$ cat src/rtl/ai_sa_write_arbiter_pkg.sv
// Shared helpers for the slave-side write arbiter: width derivation and the
// ready level used to sink responses that carry an out-of-range master index.
package ai_sa_write_arbiter_pkg;

  function automatic int clog2(input int value);
    int result;
    result = 0;
    for (int v = value - 1; v > 0; v = v >> 1) begin
      result++;
    end
    return result;
  endfunction

  // Index width never collapses to zero, even for a single master.
  function automatic int idx_width(input int count);
    return (count > 1) ? clog2(count) : 1;
  endfunction

  localparam logic B_SINK_READY = 1'b1;

endpackage

$ cat src/rtl/ai_sa_write_arbiter_sync_fifo.sv
// Small synchronous FIFO with a combinational head, used to remember the
// order in which AW grants were issued so W beats follow the same order.
module ai_sync_fifo
  import ai_sa_write_arbiter_pkg::*;
#(
  parameter int WIDTH = 1,
  parameter int DEPTH = 4
) (
  input  logic             clk,
  input  logic             srst,
  input  logic             push,
  input  logic [WIDTH-1:0] push_data,
  input  logic             pop,
  output logic [WIDTH-1:0] pop_data,
  output logic             full,
  output logic             empty
);

  localparam int PTR_W = idx_width(DEPTH);
  localparam int CNT_W = clog2(DEPTH) + 1;

  logic [WIDTH-1:0] mem [DEPTH];
  logic [PTR_W-1:0] wr_ptr_reg;
  logic [PTR_W-1:0] rd_ptr_reg;
  logic [CNT_W-1:0] count_reg;
  logic             push_ok;
  logic             pop_ok;

  assign push_ok  = push & ~full;
  assign pop_ok   = pop & ~empty;
  assign full     = (count_reg == CNT_W'(DEPTH));
  assign empty    = (count_reg == '0);
  assign pop_data = mem[rd_ptr_reg];

  // Pointers wrap naturally because DEPTH is a power of two.
  always_ff @(posedge clk) begin
    if (srst) begin
      wr_ptr_reg <= '0;
      rd_ptr_reg <= '0;
      count_reg  <= '0;
    end else begin
      if (push_ok) wr_ptr_reg <= wr_ptr_reg + 1'b1;
      if (pop_ok)  rd_ptr_reg <= rd_ptr_reg + 1'b1;
      count_reg <= count_reg + CNT_W'(push_ok) - CNT_W'(pop_ok);
    end
  end

  always_ff @(posedge clk) begin
    if (push_ok) mem[wr_ptr_reg] <= push_data;
  end

endmodule

$ cat src/rtl/ai_sa_write_arbiter.sv
// Per-slave write arbiter: round-robin AW grant into a registered AW stage,
// W routing in grant order, and B routing by the master index in the ID.
module ai_sa_write_arbiter
  import ai_sa_write_arbiter_pkg::*;
#(
  parameter int MST_AMT           = 2,
  parameter int DATA_WIDTH        = 32,
  parameter int ADDR_WIDTH        = 32,
  parameter int TRANS_MST_ID_W    = 5,
  parameter int TRANS_DATA_LEN_W  = 3,
  parameter int TRANS_DATA_SIZE_W = 3,
  parameter int TRANS_WR_RESP_W   = 2,
  parameter int OUTST_DEPTH       = 4,
  localparam int MST_IDX_W        = idx_width(MST_AMT),
  localparam int TRANS_SLV_ID_W   = MST_IDX_W + TRANS_MST_ID_W
) (
  input  logic                                  ACLK_i,
  input  logic                                  ARESET_i,
  input  logic [MST_AMT*TRANS_MST_ID_W-1:0]     m_AWID_i,
  input  logic [MST_AMT*ADDR_WIDTH-1:0]         m_AWADDR_i,
  input  logic [MST_AMT*TRANS_DATA_LEN_W-1:0]   m_AWLEN_i,
  input  logic [MST_AMT*TRANS_DATA_SIZE_W-1:0]  m_AWSIZE_i,
  input  logic [MST_AMT-1:0]                    m_AWVALID_i,
  output logic [MST_AMT-1:0]                    m_AWREADY_o,
  input  logic [MST_AMT*DATA_WIDTH-1:0]         m_WDATA_i,
  input  logic [MST_AMT-1:0]                    m_WLAST_i,
  input  logic [MST_AMT-1:0]                    m_WVALID_i,
  output logic [MST_AMT-1:0]                    m_WREADY_o,
  output logic [TRANS_MST_ID_W-1:0]             m_BID_o,
  output logic [TRANS_WR_RESP_W-1:0]            m_BRESP_o,
  output logic [MST_AMT-1:0]                    m_BVALID_o,
  input  logic [MST_AMT-1:0]                    m_BREADY_i,
  output logic [TRANS_SLV_ID_W-1:0]             s_AWID_o,
  output logic [ADDR_WIDTH-1:0]                 s_AWADDR_o,
  output logic [TRANS_DATA_LEN_W-1:0]           s_AWLEN_o,
  output logic [TRANS_DATA_SIZE_W-1:0]          s_AWSIZE_o,
  output logic                                  s_AWVALID_o,
  input  logic                                  s_AWREADY_i,
  output logic [DATA_WIDTH-1:0]                 s_WDATA_o,
  output logic                                  s_WLAST_o,
  output logic                                  s_WVALID_o,
  input  logic                                  s_WREADY_i,
  input  logic [TRANS_SLV_ID_W-1:0]             s_BID_i,
  input  logic [TRANS_WR_RESP_W-1:0]            s_BRESP_i,
  input  logic                                  s_BVALID_i,
  output logic                                  s_BREADY_o
);

  // Per-master views indexed by master number (master 0 sits in the MSBs).
  logic                         aw_valid [MST_AMT];
  logic [TRANS_MST_ID_W-1:0]    aw_id    [MST_AMT];
  logic [ADDR_WIDTH-1:0]        aw_addr  [MST_AMT];
  logic [TRANS_DATA_LEN_W-1:0]  aw_len   [MST_AMT];
  logic [TRANS_DATA_SIZE_W-1:0] aw_size  [MST_AMT];
  logic [DATA_WIDTH-1:0]        w_data   [MST_AMT];
  logic                         w_last   [MST_AMT];
  logic                         w_valid  [MST_AMT];
  logic                         b_ready  [MST_AMT];
  logic                         aw_ready [MST_AMT];
  logic                         w_ready  [MST_AMT];
  logic                         b_valid  [MST_AMT];

  for (genvar gi = 0; gi < MST_AMT; gi++) begin : g_mst
    localparam int BIT = MST_AMT - 1 - gi;
    assign aw_valid[gi]     = m_AWVALID_i[BIT];
    assign aw_id[gi]        = m_AWID_i[BIT*TRANS_MST_ID_W +: TRANS_MST_ID_W];
    assign aw_addr[gi]      = m_AWADDR_i[BIT*ADDR_WIDTH +: ADDR_WIDTH];
    assign aw_len[gi]       = m_AWLEN_i[BIT*TRANS_DATA_LEN_W +: TRANS_DATA_LEN_W];
    assign aw_size[gi]      = m_AWSIZE_i[BIT*TRANS_DATA_SIZE_W +: TRANS_DATA_SIZE_W];
    assign w_data[gi]       = m_WDATA_i[BIT*DATA_WIDTH +: DATA_WIDTH];
    assign w_last[gi]       = m_WLAST_i[BIT];
    assign w_valid[gi]      = m_WVALID_i[BIT];
    assign b_ready[gi]      = m_BREADY_i[BIT];
    assign m_AWREADY_o[BIT] = aw_ready[gi];
    assign m_WREADY_o[BIT]  = w_ready[gi];
    assign m_BVALID_o[BIT]  = b_valid[gi];
  end

  logic                         out_valid_reg;
  logic [TRANS_SLV_ID_W-1:0]    out_id_reg;
  logic [ADDR_WIDTH-1:0]        out_addr_reg;
  logic [TRANS_DATA_LEN_W-1:0]  out_len_reg;
  logic [TRANS_DATA_SIZE_W-1:0] out_size_reg;
  logic [MST_IDX_W-1:0]         rr_ptr_reg;

  logic                 any_req;
  logic [MST_IDX_W-1:0] winner;
  logic                 grant;
  logic                 fifo_full;
  logic                 fifo_empty;
  logic [MST_IDX_W-1:0] fifo_head;
  logic [MST_IDX_W-1:0] head;
  logic                 w_pop;
  logic [MST_IDX_W-1:0] b_idx;

  // Two passes give the upward search with wrap starting just past rr_ptr_reg.
  always_comb begin
    any_req = 1'b0;
    winner  = '0;
    for (int i = 0; i < MST_AMT; i++) begin
      if (!any_req && aw_valid[i] && (i > int'(rr_ptr_reg))) begin
        any_req = 1'b1;
        winner  = MST_IDX_W'(i);
      end
    end
    for (int i = 0; i < MST_AMT; i++) begin
      if (!any_req && aw_valid[i] && (i <= int'(rr_ptr_reg))) begin
        any_req = 1'b1;
        winner  = MST_IDX_W'(i);
      end
    end
  end

  assign grant = (~out_valid_reg | s_AWREADY_i) & ~fifo_full & any_req;

  always_comb begin
    for (int i = 0; i < MST_AMT; i++) begin
      aw_ready[i] = grant && (int'(winner) == i);
    end
  end

  always_ff @(posedge ACLK_i) begin
    if (ARESET_i) begin
      out_valid_reg <= 1'b0;
      out_id_reg    <= '0;
      out_addr_reg  <= '0;
      out_len_reg   <= '0;
      out_size_reg  <= '0;
      rr_ptr_reg    <= MST_IDX_W'(MST_AMT - 1);
    end else if (grant) begin
      out_valid_reg <= 1'b1;
      out_id_reg    <= {winner, aw_id[winner]};
      out_addr_reg  <= aw_addr[winner];
      out_len_reg   <= aw_len[winner];
      out_size_reg  <= aw_size[winner];
      rr_ptr_reg    <= winner;
    end else if (s_AWREADY_i) begin
      out_valid_reg <= 1'b0;
    end
  end

  assign s_AWVALID_o = out_valid_reg;
  assign s_AWID_o    = out_id_reg;
  assign s_AWADDR_o  = out_addr_reg;
  assign s_AWLEN_o   = out_len_reg;
  assign s_AWSIZE_o  = out_size_reg;

  ai_sync_fifo #(
    .WIDTH (MST_IDX_W),
    .DEPTH (OUTST_DEPTH)
  ) u_order_fifo (
    .clk       (ACLK_i),
    .srst      (ARESET_i),
    .push      (grant),
    .push_data (winner),
    .pop       (w_pop),
    .pop_data  (fifo_head),
    .full      (fifo_full),
    .empty     (fifo_empty)
  );

  // Head is forced to a legal index while empty so the W mux never sees junk.
  assign head        = fifo_empty ? '0 : fifo_head;
  assign s_WDATA_o   = w_data[head];
  assign s_WLAST_o   = w_last[head];
  assign s_WVALID_o  = ~fifo_empty & w_valid[head];
  assign w_pop       = s_WVALID_o & s_WREADY_i & s_WLAST_o;

  always_comb begin
    for (int i = 0; i < MST_AMT; i++) begin
      w_ready[i] = ~fifo_empty && s_WREADY_i && (int'(head) == i);
    end
  end

  assign b_idx     = s_BID_i[TRANS_SLV_ID_W-1 -: MST_IDX_W];
  assign m_BID_o   = s_BID_i[TRANS_MST_ID_W-1:0];
  assign m_BRESP_o = s_BRESP_i;

  // An index with no matching master leaves the sink ready level in place.
  always_comb begin
    s_BREADY_o = B_SINK_READY;
    for (int i = 0; i < MST_AMT; i++) begin
      b_valid[i] = s_BVALID_i && (int'(b_idx) == i);
      if (int'(b_idx) == i) s_BREADY_o = b_ready[i];
    end
  end

endmodule

$ cat config.mk
export PLATFORM = sky130hd
export DESIGN_NAME = ai_sa_write_arbiter
export DESIGN_NICKNAME = d
export VERILOG_FILES = /design/src/rtl/ai_sa_write_arbiter_pkg.sv /design/src/rtl/ai_sa_write_arbiter_sync_fifo.sv /design/src/rtl/ai_sa_write_arbiter.sv
export SDC_FILE = /design/constraint.sdc
export NUM_CORES = 1
export LEC_CHECK = 0
export BUFFER_PORTS_ARGS = -buffer_cell sky130_fd_sc_hd__buf_2
export CAP_MARGIN = 10
export CORE_AREA = 2 2 101 103
export CTS_BUF_LIST = sky130_fd_sc_hd__clkbuf_16
export CTS_CLUSTER_SIZE = 28
export DETAILED_ROUTE_END_ITERATION = 12
export DIE_AREA = 0 0 103 105
export PLACE_DENSITY = 0.79
export SLEW_MARGIN = 20
export SYNTH_ARGS = -nofsm -noshare
export SYNTH_HDL_FRONTEND = slang
export SYNTH_SLANG_ARGS = --single-unit
$ cat constraint.sdc
create_clock -name ACLK_i -period 3.2 [get_ports ACLK_i]
set_clock_uncertainty 0.2 [all_clocks]
set_input_delay 0.64 -clock ACLK_i [delete_from_list [all_inputs] [get_ports ACLK_i]]
set_output_delay 0.64 -clock ACLK_i [all_outputs]
set_load 0.05 [all_outputs]
[Yosys cells after proc, flatten, opt, wreduce, memory -nomap -nowiden]
Memory sizes are Yosys's and may differ from the RTL's. A register that Yosys moved wholly into a read port is not among the register bits.
Index checks and enable logic that the tools add are counted.
Operators by class
  add/subtract/negate cells: 4
  magnitude comparators: 4
  eq/ne operators: 1
  muxes and demuxes: 34
  bitwise operators: 16
  reductions and logical operators: 15
Operator list (count)
  $mux W32: 6
  $mux W3: 6
  $mux W1: 17
  $mux W5: 3
  $logic_and A1 B1 Y1: 11
  $and A1 B1 Y1: 7
  $not A1 Y1: 6
  $add A2 B1 Y2 const B: 2
  $ge A2 B2 Y1 const B: 2
  $mux W2: 2
  $not A1 Y2: 2
  $add A3 B1 Y3: 1
  $eq A3 B3 Y1 const B: 1
  $logic_not A3 Y1: 1
  $sub A3 B1 Y3: 1
  $logic_not A1 Y1: 2
  $reduce_bool A2 Y1: 1
  $gt A1 B1 Y1 const A: 1
  $le A1 B1 Y1 const A: 1
  $or A1 B1 Y1: 1
Storage, ports and cells
  flip-flop bits (word level): 53
  bits in writable memories: 4
  output and inout bits: 93
  word-level logic and storage cells: 84
  memories: 1
Memories
  u_order_fifo.mem: words 4, bits a word 1, read ports 1, clocked after Yosys merged registers in 1, write ports 1, line ai_sa_write_arbiter_sync_fifo.sv:22  | logic [WIDTH-1:0] mem [DEPTH];

[Longest topological paths before layout]
  depth after elaboration: 14
  mapped depth: 12
  depth with buffers taken out: 11

[Modules after synthesis]
Synthesis repeated with hierarchy kept, for this count alone.
Second synthesis, totals
  cell total of the unflattened synthesis: 369
  area, all modules: 3334.4 um2
By module, submodules not included
  ai_sa_write_arbiter: times used 1, cells each 313, area an instance 2715.1 um2, sequential area each 920.9 um2
  ai_sync_fifo: times used 1, cells each 56, area an instance 619.3 um2, sequential area each 300.3 um2

[Worst setup path before layout]
No wires, ideal clock.
  path type: reg2reg
  start point: register with a tool-made name
  end point: register u_order_fifo.count_reg[2]
  setup time: 0.128 ns
  arrival time: 2.558 ns
  setup slack: 0.314 ns
  stages on the path, launching flop included: 12
  clock period less this slack: 2.886 ns
  cell sequence: dfxtp_1 -> mux4_2 -> a21bo_1 -> a211oi_2 -> ha_1 -> inv_1 -> ha_1 -> inv_1 -> fa_1 -> xor2_1 -> xnor2_1 -> nor2_1
RTL lines
  end signal, assigned: line ai_sa_write_arbiter_sync_fifo.sv:44  | count_reg <= count_reg + CNT_W'(push_ok) - CNT_W'(pop_ok);
  end, declared: line ai_sa_write_arbiter_sync_fifo.sv:25  | logic [CNT_W-1:0] count_reg;

==> metrics.csv <==
stage,metric,value,unit
critical_path,Critical Path End Type,flop,
grt,largest net degree at the start of global routing,65,
grt,met3 Track Usage GR,4.080,%
logic_synthesis,"Seq/Total Area, Yosys",39.12,%
grt,grt met1 use,15.51,%
clock_tree,worst-skew pair later-pin latency,0.32,ns
clock_tree,CTS HTree Levels,3,
timing,WHS,0.2549,ns
logic_synthesis,Synth area leader,dfxtp_1,
route,vias per inst,4.624,
timing,relative slew slack,49.80,%
logic_synthesis,"Avg Cell Area, Syn",9.879,um2
route,WL final,9340,um
floorplanning,die height,105,um
clock_tree,clock input transition at the sequential cells of the worst setup and hold paths,0.05,ns
grt,vias in the first global route,2994,
clock_tree,CTS sink cnt,59,
floorplanning,I/O pin count,264,
power,Max IR drop VDD,0.0004575,V
power,Comb power frac,53.7,%
route,Starting DRT DRC Count,96,
logic_synthesis,Synth top cells by count,"dfxtp_1 (55), nor2_1 (51), a211oi_1 (44), mux2i_1 (44), mux2_2 (34)",
clock_tree,total CTS buffers,9,
logic_synthesis,Syn. warnings,0,
floorplanning,Die X-Extent,103,um
route,drt pass-1 iters,4,
logic_synthesis,"count leader, synth",dfxtp_1,
timing,worst-margin pin slew,0.7529,ns
logic_synthesis,"Top FF cell, synth",dfxtp_1,
critical_path,WS Path Type,reg2reg,
logic_synthesis,Post-Synth Simple-Gate Area,10.18,%
logic_synthesis,Mapped Area,0.003122,mm2
power,Clk network pwr share,21.2,%
logic_synthesis,multiplexer area fraction after synthesis,27.82,%
layout,layout cell share with drive strength beyond 1,56.12,%
floorplanning,Row Count,36,
logic_synthesis,adder-cell share of the synthesized area,3.046,%
timing,Tmin final,3.031,ns
layout,Syn-to-layout area delta,51.30,%
layout,Layout fillers,900,
layout,ANT cells,0,
place,DP Wirelength,7586,um
logic_synthesis,Synth top area share,35.27,%
critical_path,"slowest stage delay, CP",0.55,ns
grt,initial antenna violation count,0,
power,Final Total Pwr,3.990,mW
logic_synthesis,xor-xnor portion of the synthesized cell area,0.8417,%
power,net load switching power,1.922,mW
logic_synthesis,largest family of logic cells by synthesized area,multiplexers,
outcome,outcome,"complete, no violations",
logic_synthesis,"EDFF count, synth",4,
logic_synthesis,Synth Area in Compound Gates,12.87,%
power,power share of the sequential group,25.1,%
route,Routed Antenna Nets,0,
critical_path,FF-to-FF path depth,11,
logic_synthesis,Synth area leaders,"dfxtp_1 (35%), mux2i_1 (14%), mux2_2 (12%)",
clock_tree,clock buffer depth,2,
route,DRC Markers,0,
route,via count,3186,
critical_path,Worst Path Arrival,3.01,ns
critical_path,"critical path fanouts, max",6,
route,wire length per cell,13.56,um
logic_synthesis,synth unique cells,33,
flow_run,Max Cap Viol,0,
logic_synthesis,Syn Nets,494,
clock_tree,root buffer cell,clkbuf_16,
timing,Final Max Slew Viols,0,
timing,Final Hold Fails,0,
power,switch share,48.17,%
timing,final setup fails,0,
power,Static Leak,2.387,nW
logic_synthesis,"flops & latches, synth",59,
logic_synthesis,Cells after Synth,316,
layout,final-stage net count,729,
worst_hold_path,Min-Delay Path Class,reg2reg,
grt,global route hottest layer,met2,
grt,first-pass GRT wire length,13500,um
power,Pint,2.068,mW
floorplanning,die area,0.01082,mm2
logic_synthesis,Post-synth ARST share,0,%
grt,GRT Overall Usage,16.01,%
grt,met2 GRT Util,31.35,%
floorplanning,Starting Density,32.39,%
critical_path,worst-path cell chain,mux4_2 > a21bo_1 > a211oi_4 > ha_1 > inv_1 > ha_1 > inv_1 > fa_1 > xor2_1 > xnor2_1 > nor2_1,
worst_hold_path,hold path cells,2,
critical_path,CP required,3.18,ns
grt,gr ovfl total,0,
place,routability cong.,0.8216,
clock_tree,CTS tree,yes,
floorplanning,Core Area,0.009639,mm2
critical_path,startpoint types,flop,
layout,Largest register FFs,32,
critical_path,Critical Path Slowest Stage Cell,mux4_2,
power,Pwr Density,844.8,mW/mm2
timing,Max Fclk,329.9,MHz
timing,setup_tns,0,ns
place,port buffer count,249,
timing,unrepaired setup endpoints after global routing,no,
timing,final worst path period share,94.71,%
cell type report:
cell class | instances | area, um2 | area share (%)
inverters | 7 | 26.28 | 0.5563
flip-flops and latches | 59 | 1221 | 25.85
clock inverters | 7 | 45.04 | 0.9536
well taps | 133 | 166.4 | 3.523
repair buffers | 256 | 1311 | 27.76
clock buffers | 9 | 225.2 | 4.768
multi-input cells | 218 | 1728 | 36.58
final timing paths:
check,start,endpoint,slack [ns]
max,u_order_fifo.mem[3],u_order_fifo.count_reg[2],0.17
min,s_AWID_o[5],s_AWID_o[5],0.25
max reg2reg,u_order_fifo.mem[3],u_order_fifo.count_reg[2],0.17
min reg2reg,s_AWID_o[5],s_AWID_o[5],0.25
layout by cell type, fill, tap and decap left out, drive strengths merged, types with 2 or more instances in the layout:
cell type / count
buf: 256
dfxtp: 55
nor2: 51
a211oi: 45
mux2i: 44
mux2: 36
clkbuf: 9
inv: 9
nand2: 7
ha: 6
and2: 5
nor2b: 4
edfxtp: 4
a21oi: 3
clkinvlp: 3
nand3: 2
xnor2: 2
clkinv: 2
what timing repair did:
| action | 4_1_cts | 5_1_grt |
|---|---|---|
| gates resized for setup | 0 | 1 |
| endpoints found under the setup margin | 0 | 1 |
| hold buffers | 0 | 0 |
| setup buffers | 0 | 2 |
cell families (layout without fill, tap and decap cells):
kind of cell / after synthesis / in the layout
compound gates: 53 / 53
flops: 59 / 59
mux: 81 / 81
fa+ha+maj: 7 / 7
xor+xnor: 3 / 3
simple gates: 74 / 74
buf+inv: 39 / 279
metal layers:
metal | vias up | part of all wire [%]
li1 | 1604 | -
met1 | 1412 | 36
met2 | 157 | 54
met3 | 13 | 7.9
met4 | 0 | 2.2
met5 | - | 0
power groups by stage:
stage | registers, mW | logic (mW) | clock network, mW
final | 1.00 | 2.14 | 0.845
after detailed placement | 1.02 | 2.14 | 0
after floorplan | 1.44 | 1.24 | 0
after global routing | 1.02 | 2.27 | 0.911
after CTS | 1.00 | 2.15 | 0.871
after global placement | 1.01 | 2.11 | 0
metrics by stage:
stage / instances / util, % / worst slack, ns / area [um2]
after global routing: 689 / 49.00 / 0.003570 / 4723
after CTS: 687 / 48.77 / 0.05316 / 4701
final: 689 / 49.00 / 0.1692 / 4723
after detailed placement: 671 / 45.96 / 0.07137 / 4431
after global placement: 671 / 45.96 / 0.2340 / 4431
after floorplan: 316 / - / 0.3144 / 3122
worst max-delay path: cells and delay by family, from the launching register on:
kind | cells | cell delay [ns]
muxes | 1 | 0.55
and+or+nand+nor | 1 | 0.06
AOI/OAI and AO/OA | 2 | 0.51
adders and majority gates | 3 | 0.78
DFF | 1 | 0.37
buffers and inverters | 2 | 0.11
xor gates and xnor gates | 2 | 0.33
Note: power is estimated with default switching activity, not from simulation.
